### config.mk
export PLATFORM = sky130hd
export DESIGN_NAME = alu_issue_stage
export DESIGN_NICKNAME = d
export VERILOG_FILES = /design/src/rtl/alu_issue_stage.sv
export SDC_FILE = /design/constraint.sdc
export NUM_CORES = 1
export LEC_CHECK = 0
export ABC_AREA = 1
export CORE_MARGIN = 3
export CORE_UTILIZATION = 44
export CTS_CLUSTER_DIAMETER = 100
export CTS_CLUSTER_SIZE = 16
export DETAILED_ROUTE_END_ITERATION = 7
export PLACE_DENSITY = 0.77
export SYNTH_ARGS = -nofsm -noshare
export SYNTH_HDL_FRONTEND = slang
export SYNTH_SLANG_ARGS = --single-unit
### constraint.sdc
create_clock -name clk -period 2 [get_ports clk]
set_input_delay 0.5 -clock clk [delete_from_list [all_inputs] [get_ports clk]]
set_output_delay 0.5 -clock clk [all_outputs]
set_load 0.05 [all_outputs]
### src/rtl/alu_issue_stage.sv
// ID/EX issue stage: decodes one RV32 word per cycle into an ALU control code
// plus operands and registers the bundle into the EX pipeline register.
module alu_issue_stage #(
  parameter int unsigned XLEN           = 32,
  parameter bit          HALT_ON_EBREAK = 1'b1
) (
  input  logic            clk,
  input  logic            rst_n,
  input  logic            id_valid,
  output logic            id_ready,
  input  logic [31:0]     id_instr,
  input  logic [XLEN-1:0] id_rs1_data,
  input  logic [XLEN-1:0] id_rs2_data,
  input  logic            ex_stall,
  input  logic            flush,
  output logic            ex_valid,
  output logic [3:0]      ex_alu_control,
  output logic [XLEN-1:0] ex_inp1,
  output logic [XLEN-1:0] ex_inp2,
  output logic [XLEN-1:0] ex_store_data,
  output logic [4:0]      ex_rd,
  output logic            ex_reg_write,
  output logic            ex_mem_read,
  output logic            ex_mem_write,
  output logic            ex_branch,
  output logic            ex_illegal,
  output logic            halted,
  output logic [XLEN-1:0] issue_count
);

  typedef enum logic [3:0] {
    ALU_AND  = 4'b0000,
    ALU_OR   = 4'b0001,
    ALU_ADD  = 4'b0010,
    ALU_SLL  = 4'b0011,
    ALU_SUB  = 4'b0100,
    ALU_SRL  = 4'b0101,
    ALU_MUL  = 4'b0110,
    ALU_XOR  = 4'b0111,
    ALU_SLTU = 4'b1000,
    ALU_PASS = 4'b1111
  } alu_op_e;

  typedef enum logic [6:0] {
    OP_R      = 7'b0110011,
    OP_IMM    = 7'b0010011,
    OP_LOAD   = 7'b0000011,
    OP_STORE  = 7'b0100011,
    OP_BRANCH = 7'b1100011,
    OP_LUI    = 7'b0110111,
    OP_SYSTEM = 7'b1110011
  } opcode_e;

  logic [6:0]      opcode;
  logic [2:0]      funct3;
  logic [6:0]      funct7;
  logic [XLEN-1:0] imm_i;
  logic [XLEN-1:0] imm_s;
  logic [XLEN-1:0] imm_u;
  logic [XLEN-1:0] shamt;

  alu_op_e         d_op;
  logic [XLEN-1:0] d_inp1;
  logic [XLEN-1:0] d_inp2;
  logic [4:0]      d_rd;
  logic            d_rw;
  logic            d_mr;
  logic            d_mw;
  logic            d_br;
  logic            d_ill;
  logic            d_halt;
  logic            accept;

  assign opcode = id_instr[6:0];
  assign funct3 = id_instr[14:12];
  assign funct7 = id_instr[31:25];
  assign imm_i  = XLEN'($signed(id_instr[31:20]));
  assign imm_s  = XLEN'($signed({id_instr[31:25], id_instr[11:7]}));
  assign imm_u  = XLEN'($signed({id_instr[31:12], 12'b0}));
  assign shamt  = XLEN'(id_instr[24:20]);

  assign id_ready = !ex_stall && !halted;
  assign accept   = id_valid && id_ready && !flush;

  always_comb begin
    d_op   = ALU_PASS;
    d_inp1 = id_rs1_data;
    d_inp2 = id_rs2_data;
    d_rd   = id_instr[11:7];
    d_rw   = 1'b0;
    d_mr   = 1'b0;
    d_mw   = 1'b0;
    d_br   = 1'b0;
    d_ill  = 1'b0;
    d_halt = 1'b0;
    case (opcode)
      OP_R: begin
        d_rw = 1'b1;
        if (funct7 == 7'b0000000) begin
          case (funct3)
            3'b000:  d_op = ALU_ADD;
            3'b001:  d_op = ALU_SLL;
            3'b011:  d_op = ALU_SLTU;
            3'b100:  d_op = ALU_XOR;
            3'b101:  d_op = ALU_SRL;
            3'b110:  d_op = ALU_OR;
            3'b111:  d_op = ALU_AND;
            default: d_ill = 1'b1;
          endcase
        end else if (funct7 == 7'b0100000 && funct3 == 3'b000) begin
          d_op = ALU_SUB;
        end else if (funct7 == 7'b0000001 && funct3 == 3'b000) begin
          d_op = ALU_MUL;
        end else begin
          d_ill = 1'b1;
        end
      end
      OP_IMM: begin
        d_rw   = 1'b1;
        d_inp2 = imm_i;
        case (funct3)
          3'b000: d_op = ALU_ADD;
          3'b011: d_op = ALU_SLTU;
          3'b100: d_op = ALU_XOR;
          3'b110: d_op = ALU_OR;
          3'b111: d_op = ALU_AND;
          3'b001: begin
            d_op   = ALU_SLL;
            d_inp2 = shamt;
            d_ill  = (funct7 != 7'b0000000);
          end
          3'b101: begin
            d_op   = ALU_SRL;
            d_inp2 = shamt;
            d_ill  = (funct7 != 7'b0000000);
          end
          default: d_ill = 1'b1;
        endcase
      end
      OP_LOAD: begin
        d_op   = ALU_ADD;
        d_inp2 = imm_i;
        d_mr   = 1'b1;
        d_rw   = 1'b1;
      end
      OP_STORE: begin
        d_op   = ALU_ADD;
        d_inp2 = imm_s;
        d_mw   = 1'b1;
      end
      OP_BRANCH: begin
        d_op = ALU_SUB;
        d_br = 1'b1;
        d_rd = '0;
      end
      OP_LUI: begin
        d_op   = ALU_ADD;
        d_inp1 = '0;
        d_inp2 = imm_u;
        d_rw   = 1'b1;
      end
      OP_SYSTEM: begin
        if (id_instr == 32'h0000_0073 ||
            (HALT_ON_EBREAK && id_instr == 32'h0010_0073)) begin
          d_op   = ALU_ADD;
          d_halt = 1'b1;
        end else begin
          d_ill = 1'b1;
        end
      end
      default: d_ill = 1'b1;
    endcase
    // Illegal words must never produce side effects, whatever branch flagged them.
    if (d_ill) begin
      d_op = ALU_PASS;
      d_rw = 1'b0;
      d_mr = 1'b0;
      d_mw = 1'b0;
      d_br = 1'b0;
    end
    if (d_rd == 5'd0) d_rw = 1'b0;
  end

  always_ff @(posedge clk) begin
    if (!rst_n) begin
      ex_valid       <= 1'b0;
      ex_alu_control <= ALU_PASS;
      ex_inp1        <= '0;
      ex_inp2        <= '0;
      ex_store_data  <= '0;
      ex_rd          <= '0;
      ex_reg_write   <= 1'b0;
      ex_mem_read    <= 1'b0;
      ex_mem_write   <= 1'b0;
      ex_branch      <= 1'b0;
      ex_illegal     <= 1'b0;
      halted         <= 1'b0;
      issue_count    <= '0;
    end else if (flush) begin
      ex_valid     <= 1'b0;
      ex_reg_write <= 1'b0;
      ex_mem_read  <= 1'b0;
      ex_mem_write <= 1'b0;
      ex_branch    <= 1'b0;
      ex_illegal   <= 1'b0;
    end else if (ex_stall) begin
      ex_valid <= ex_valid;
    end else if (accept) begin
      ex_valid       <= 1'b1;
      ex_alu_control <= d_op;
      ex_inp1        <= d_inp1;
      ex_inp2        <= d_inp2;
      ex_store_data  <= id_rs2_data;
      ex_rd          <= d_rd;
      ex_reg_write   <= d_rw;
      ex_mem_read    <= d_mr;
      ex_mem_write   <= d_mw;
      ex_branch      <= d_br;
      ex_illegal     <= d_ill;
      issue_count    <= issue_count + XLEN'(1);
      if (d_halt) halted <= 1'b1;
    end else begin
      ex_valid     <= 1'b0;
      ex_reg_write <= 1'b0;
      ex_mem_read  <= 1'b0;
      ex_mem_write <= 1'b0;
      ex_branch    <= 1'b0;
      ex_illegal   <= 1'b0;
    end
  end

endmodule

**Yosys cells after proc, flatten, opt, wreduce, memory -nomap -nowiden**

Cells that the tools add are included.

- Output and inout bits: 145
- ROM bits: 0
- Bits in latches: 0
- Bits in writable memories: 0
- Memories: 0
- Register bits after elaboration: 144
- Logic and storage cells: 91

- Multiply operators: 0
- Div/mod/pow operators: 0
- Equal/unequal tests: 17
- $add $sub $neg: 1
- Mux-type cells: 35
- Shift operators: 0
- Reduce and logical (&&, ||, !) cells: 22
- Bitwise operators: 3
- $lt $le $gt $ge: 0

Operators by type and width:

| cell | count |
|---|---|
| $pmux W32 S4 | 1 |
| $mux W32 | 2 |
| $add A32 B1 Y32 const B | 1 |
| $eq A32 B21 Y1 const B | 1 |
| $eq A32 B7 Y1 const B | 1 |
| $eq A7 B6 Y1 const B | 4 |
| $pmux W4 S7 | 1 |
| $mux W1 | 22 |
| $mux W4 | 5 |
| $pmux W4 S5 | 1 |
| $eq A7 B7 Y1 const B | 2 |
| $eq A3 B3 Y1 const B | 4 |
| $reduce_or A4 Y1 | 2 |
| $eq A7 B1 Y1 const B | 1 |
| $eq A7 B2 Y1 const B | 1 |
| $eq A7 B5 Y1 const B | 1 |
| $logic_not A7 Y1 | 1 |
| $reduce_bool A7 Y1 | 1 |
| $reduce_or A7 Y1 | 1 |
| $logic_and A1 B1 Y1 | 5 |
| $logic_not A5 Y1 | 1 |
| $mux W5 | 1 |
| $reduce_or A5 Y1 | 1 |
| $pmux W1 S4 | 1 |
| other kinds (11) | 16 |

**Logic depth before layout (Yosys ltp)**

- Word-level depth: 9
- Mapped depth: 12
- Mapped depth without buffers: 12

**Worst setup path after synthesis**

Ideal clock, no wire load.

- Path kind: register to register
- From: register issue_count[0]
- To: register issue_count[24]
- Stages on the path, launching flop included: 9
- Setup slack: 13 ps
- Data required time: 1872 ps
- Arrival time: 1860 ps
- Cell sequence: dfxtp_1 ha_1 nand3_1 nor3_1 nand3_1 nor2_1 nand3_1 xor2_1 nor2_1

- Longest elaborated chain between the ends: 1

RTL lines:

| item | RTL line | RTL |
|---|---|---|
| from (decl) | 28 | `output logic [XLEN-1:0] issue_count` |
| from (signal assigned) | 220 | `issue_count <= issue_count + XLEN'(1);` |
| $add A32 B1 Y32 | 220 |  |

No other way between the ends.
A chain may end at the register's enable or synchronous reset.

**Worst setup path after layout**

- From: input port ex_stall
- To: output port id_ready

- Longest elaborated chain between the ends: 2

RTL lines:

| item | RTL line | RTL |
|---|---|---|
| from (decl) | 14 | `input logic ex_stall,` |
| $logic_not A1 Y1 | 82 | `assign id_ready = !ex_stall && !halted;` |
| $logic_and A1 B1 Y1 | 82 |  |
| to (decl) | 10 | `output logic id_ready,` |

No other way between the ends.

==> impl_metrics.toml <==
[run_status]
outcome = "completed"

[grt]
grt_start_max_net_pins = 46
grt_antenna_before_repair = 0
grt_pass1_vias = 7124
grtUsageTotal_pct = 27.1
grt_first_pass_wirelength_um = 36000
total_grt_overflow = 0

[sta]
setup_violations = 0
timing.final.crit_share_pct = 93.1
hold_ws_ns = 0.461
grt_setup_unrepaired = "no"
maxSlewViolCount = 0
period_minus_slack_ns = 1.86
tightestPinTransition_ns = 0.511
hold_violations = 0
fin_ws_ns = 0.137
setup_tns_ns = 0
worst_clock_skew_ns = 0.00598
fmaxAchievable_mhz = 537
worst_relative_slew_slack_pct = 66.0

[setup_path]
timing.critical_path.required_ns = 1.50
setup.worst_path.end = "id_ready"
crit-reg2reg-capture = "issue_count[24]$_SDFFE_PN0P_"
r2r_cells = 8
sort_of_element_at_the_end_of_the_critical_path = "primary output"
critical_path.startpoint = "ex_stall"
max_stage_delay_ns = 0.53
count_of_cell_instances_traversed_by_the_critical_path = 4
critical_path.reg2reg.startpoint = "issue_count[0]$_SDFFE_PN0P_"
crit_arrival_ns = 1.36
critPathTopFamily = "buffers and inverters"
timing_worst_setup_path_type = "in2out"
cp_slowest_cell = "sky130_fd_sc_hd__clkdlybuf4s50_1"
crit_path_cell_trace = "clkdlybuf4s50_1, nor2_4, buf_4, buf_12"
critPathLaunchType = "input port"
cp_num_buf_inv = 3
worstPathMaxFanout = 2
reg2reg_setup_slack_ns = 0.20

[power]
combinationalPowerShare_pct = 15.8
power.ir.vdd_worst_mv = 0.519
switching_share_pct = 26.9
internal_power_mw = 5.38
net-switching-power_mw = 1.98
power.static_leakage_nw = 4.44
design_power_total_mw = 7.36
power_density_mw_per_mm2 = 732
seqPwrFrac_pct = 41.0
power_frac_clock_pct = 43.2

[drt]
wl_per_cell_um = 15.7
initialDrtViolationCount = 512
viasPerCell = 5.18
routed_wirelength_um = 22900
drt_pass1_iterations = 7
drtAntennaViolNets = 0
route.detailed.drc = 0
total_number_of_vias = 7556

[worst_hold_path]
hp-class = "reg2reg"
min_delay_path_depth = 2

[job]
maxCapViolCount = 0

[clock_network]
clk_transition_reported_paths_ns = 0.06
cts_max_level = 4
cts_root_buffer = "sky130_fd_sc_hd__clkbuf_16"
worstSkewPairLatency_ns = 0.42
cts_hold_repair.buffers = 0
cts_max_path_buffers = 2
cts_buffers = 17
tritoncts = "done"
post_cts.repair.setup_buffers = 0
tritoncts_num_sinks = 144

[placement]
place_ws_ns = -0.236
placement.io_buffers = 245
place_inst = 1427
dp_hpwl_um = 17300
postPlaceCellArea_mm2 = 0.00952
globalplace.congestion = 0.920

[logic_synthesis]
syn-instance-count = 972
synth_area_leaders = "sky130_fd_sc_hd__dfxtp_1, sky130_fd_sc_hd__nand2_1, sky130_fd_sc_hd__a21oi_1"
synth-seq-cells = 144
syn-num-nets = 1074
synth.top_cell.area_share_pct = 43.3
synth_cell_type_count = 31
synth_area_leader_cell = "sky130_fd_sc_hd__dfxtp_1"
syn-mean-instance-area_um2 = 6.85
synth.yosys.seq_area_share_pct = 43.3
yosys_most_used_dff = "sky130_fd_sc_hd__dfxtp_1"
yosys_warnings = 0
edff_count_synth = 0
asyncSetResetFlopFracSynth_pct = 0
syn_area_mm2 = 0.00666

[floorplan]
fp.dieArea_mm2 = 0.0166
die_height_um = 129
floorplan.die.width_um = 129
std_cell_rows = 44
io-pin-count = 246
core_region_area_mm2 = 0.0146
start_util_pct = 45.5

[finish]
mostFrequentLayoutCells = "sky130_fd_sc_hd__nand2_1, sky130_fd_sc_hd__buf_4, sky130_fd_sc_hd__dfxtp_1, sky130_fd_sc_hd__a21oi_1, sky130_fd_sc_hd__nor2_1"
layout.cells.most_common = "sky130_fd_sc_hd__nand2_1"
n_antenna_cell = 0
layout-drive-gt1-share_pct = 17.3
final_nets = 1364
syn2layout_area_growth_pct = 51.0
layout.cell_area.non_filler_mm2 = 0.0101
final_util_pct = 68.6
finalNonFillerCells = 1459
## routing by layer
layer	part of all wire, %	GRT usage [%]
met5	0	0
met4	3.0	10.6
met3	7.6	7.63
met2	48	44.8
met1	42	33.6
## flip-flops by register name, summed over array words and instances, names as in the netlist, 4 cells and up
register and cells:
issue_count 32, ex_store_data 32, ex_rd 5, ex_alu_control 4, ex_inp2 32, ex_inp1 32
## worst min-delay path by stage
stage | start | to
3_5_place_dp | ex_store_data[12]$_SDFFE_PN0P_ | ex_store_data[12]$_SDFFE_PN0P_
6_report | ex_valid$_SDFFE_PP0N_ | ex_valid$_SDFFE_PP0N_
5_1_grt | ex_store_data[12]$_SDFFE_PN0P_ | ex_store_data[12]$_SDFFE_PN0P_
3_3_place_gp | ex_store_data[11]$_SDFFE_PN0P_ | ex_store_data[11]$_SDFFE_PN0P_
2_1_floorplan | ex_stall | ex_branch$_SDFFE_PP0N_
4_1_cts | ex_store_data[12]$_SDFFE_PN0P_ | ex_store_data[12]$_SDFFE_PN0P_
## cell families after synthesis
group                    after synthesis  share of synthesized area [%]
AO/OA/AOI/OAI                        222                           18.0
XOR/XNOR                               9                           1.18
adder cells (fa/ha/maj)                1                          0.188
buffers and inverters                131                           7.72
flip-flops                           144                           43.3
AND/OR/NAND/NOR                      465                           29.6
## synthesized netlist by cell type (9+ instances only)
cell type	instances
sky130_fd_sc_hd__inv_1	77
sky130_fd_sc_hd__clkbuf_1	26
sky130_fd_sc_hd__nand4_1	19
sky130_fd_sc_hd__dfxtp_1	144
sky130_fd_sc_hd__buf_2	18
sky130_fd_sc_hd__nor3_1	25
sky130_fd_sc_hd__a21o_1	9
sky130_fd_sc_hd__a21oi_1	113
sky130_fd_sc_hd__o21a_1	13
sky130_fd_sc_hd__nand2_1	240
sky130_fd_sc_hd__o21ai_0	74
sky130_fd_sc_hd__nand3_1	48
sky130_fd_sc_hd__nor2_1	113
## power groups by stage
stage / sequential [mW] / combinational [mW] / clock [mW]
final: 3.02 / 1.16 / 3.18
after global routing: 3.03 / 1.23 / 3.34
after CTS: 3.02 / 1.16 / 3.21
after detailed placement: 3.08 / 1.18 / 0
after global placement: 3.08 / 1.17 / 0
after floorplan: 3.42 / 0.276 / 0
## what timing repair did
action,in CTS,in global routing
endpoints found under the hold margin,0,0
setup endpoints to repair,45,6
resized for setup,45,3
cloned,0,0
## final cells by class
cell class	instances	area, um2
fill	1293	4590
multi-input combinational	697	3270
sequential	144	2880
timing repair buffer	323	2790
clock buffer	22	444
inverter	79	302
tap	184	230
clock inverter	10	138
## worst reg2reg max path: cells and delay by family, from the launching register on
kind / cells / cell delay [ns]
AND/OR/NAND/NOR: 6 / 0.98
flip-flops: 1 / 0.33
adder cells (fa/ha/maj): 1 / 0.21
XOR/XNOR: 1 / 0.17
Note: power is estimated with default switching activity, not from simulation.
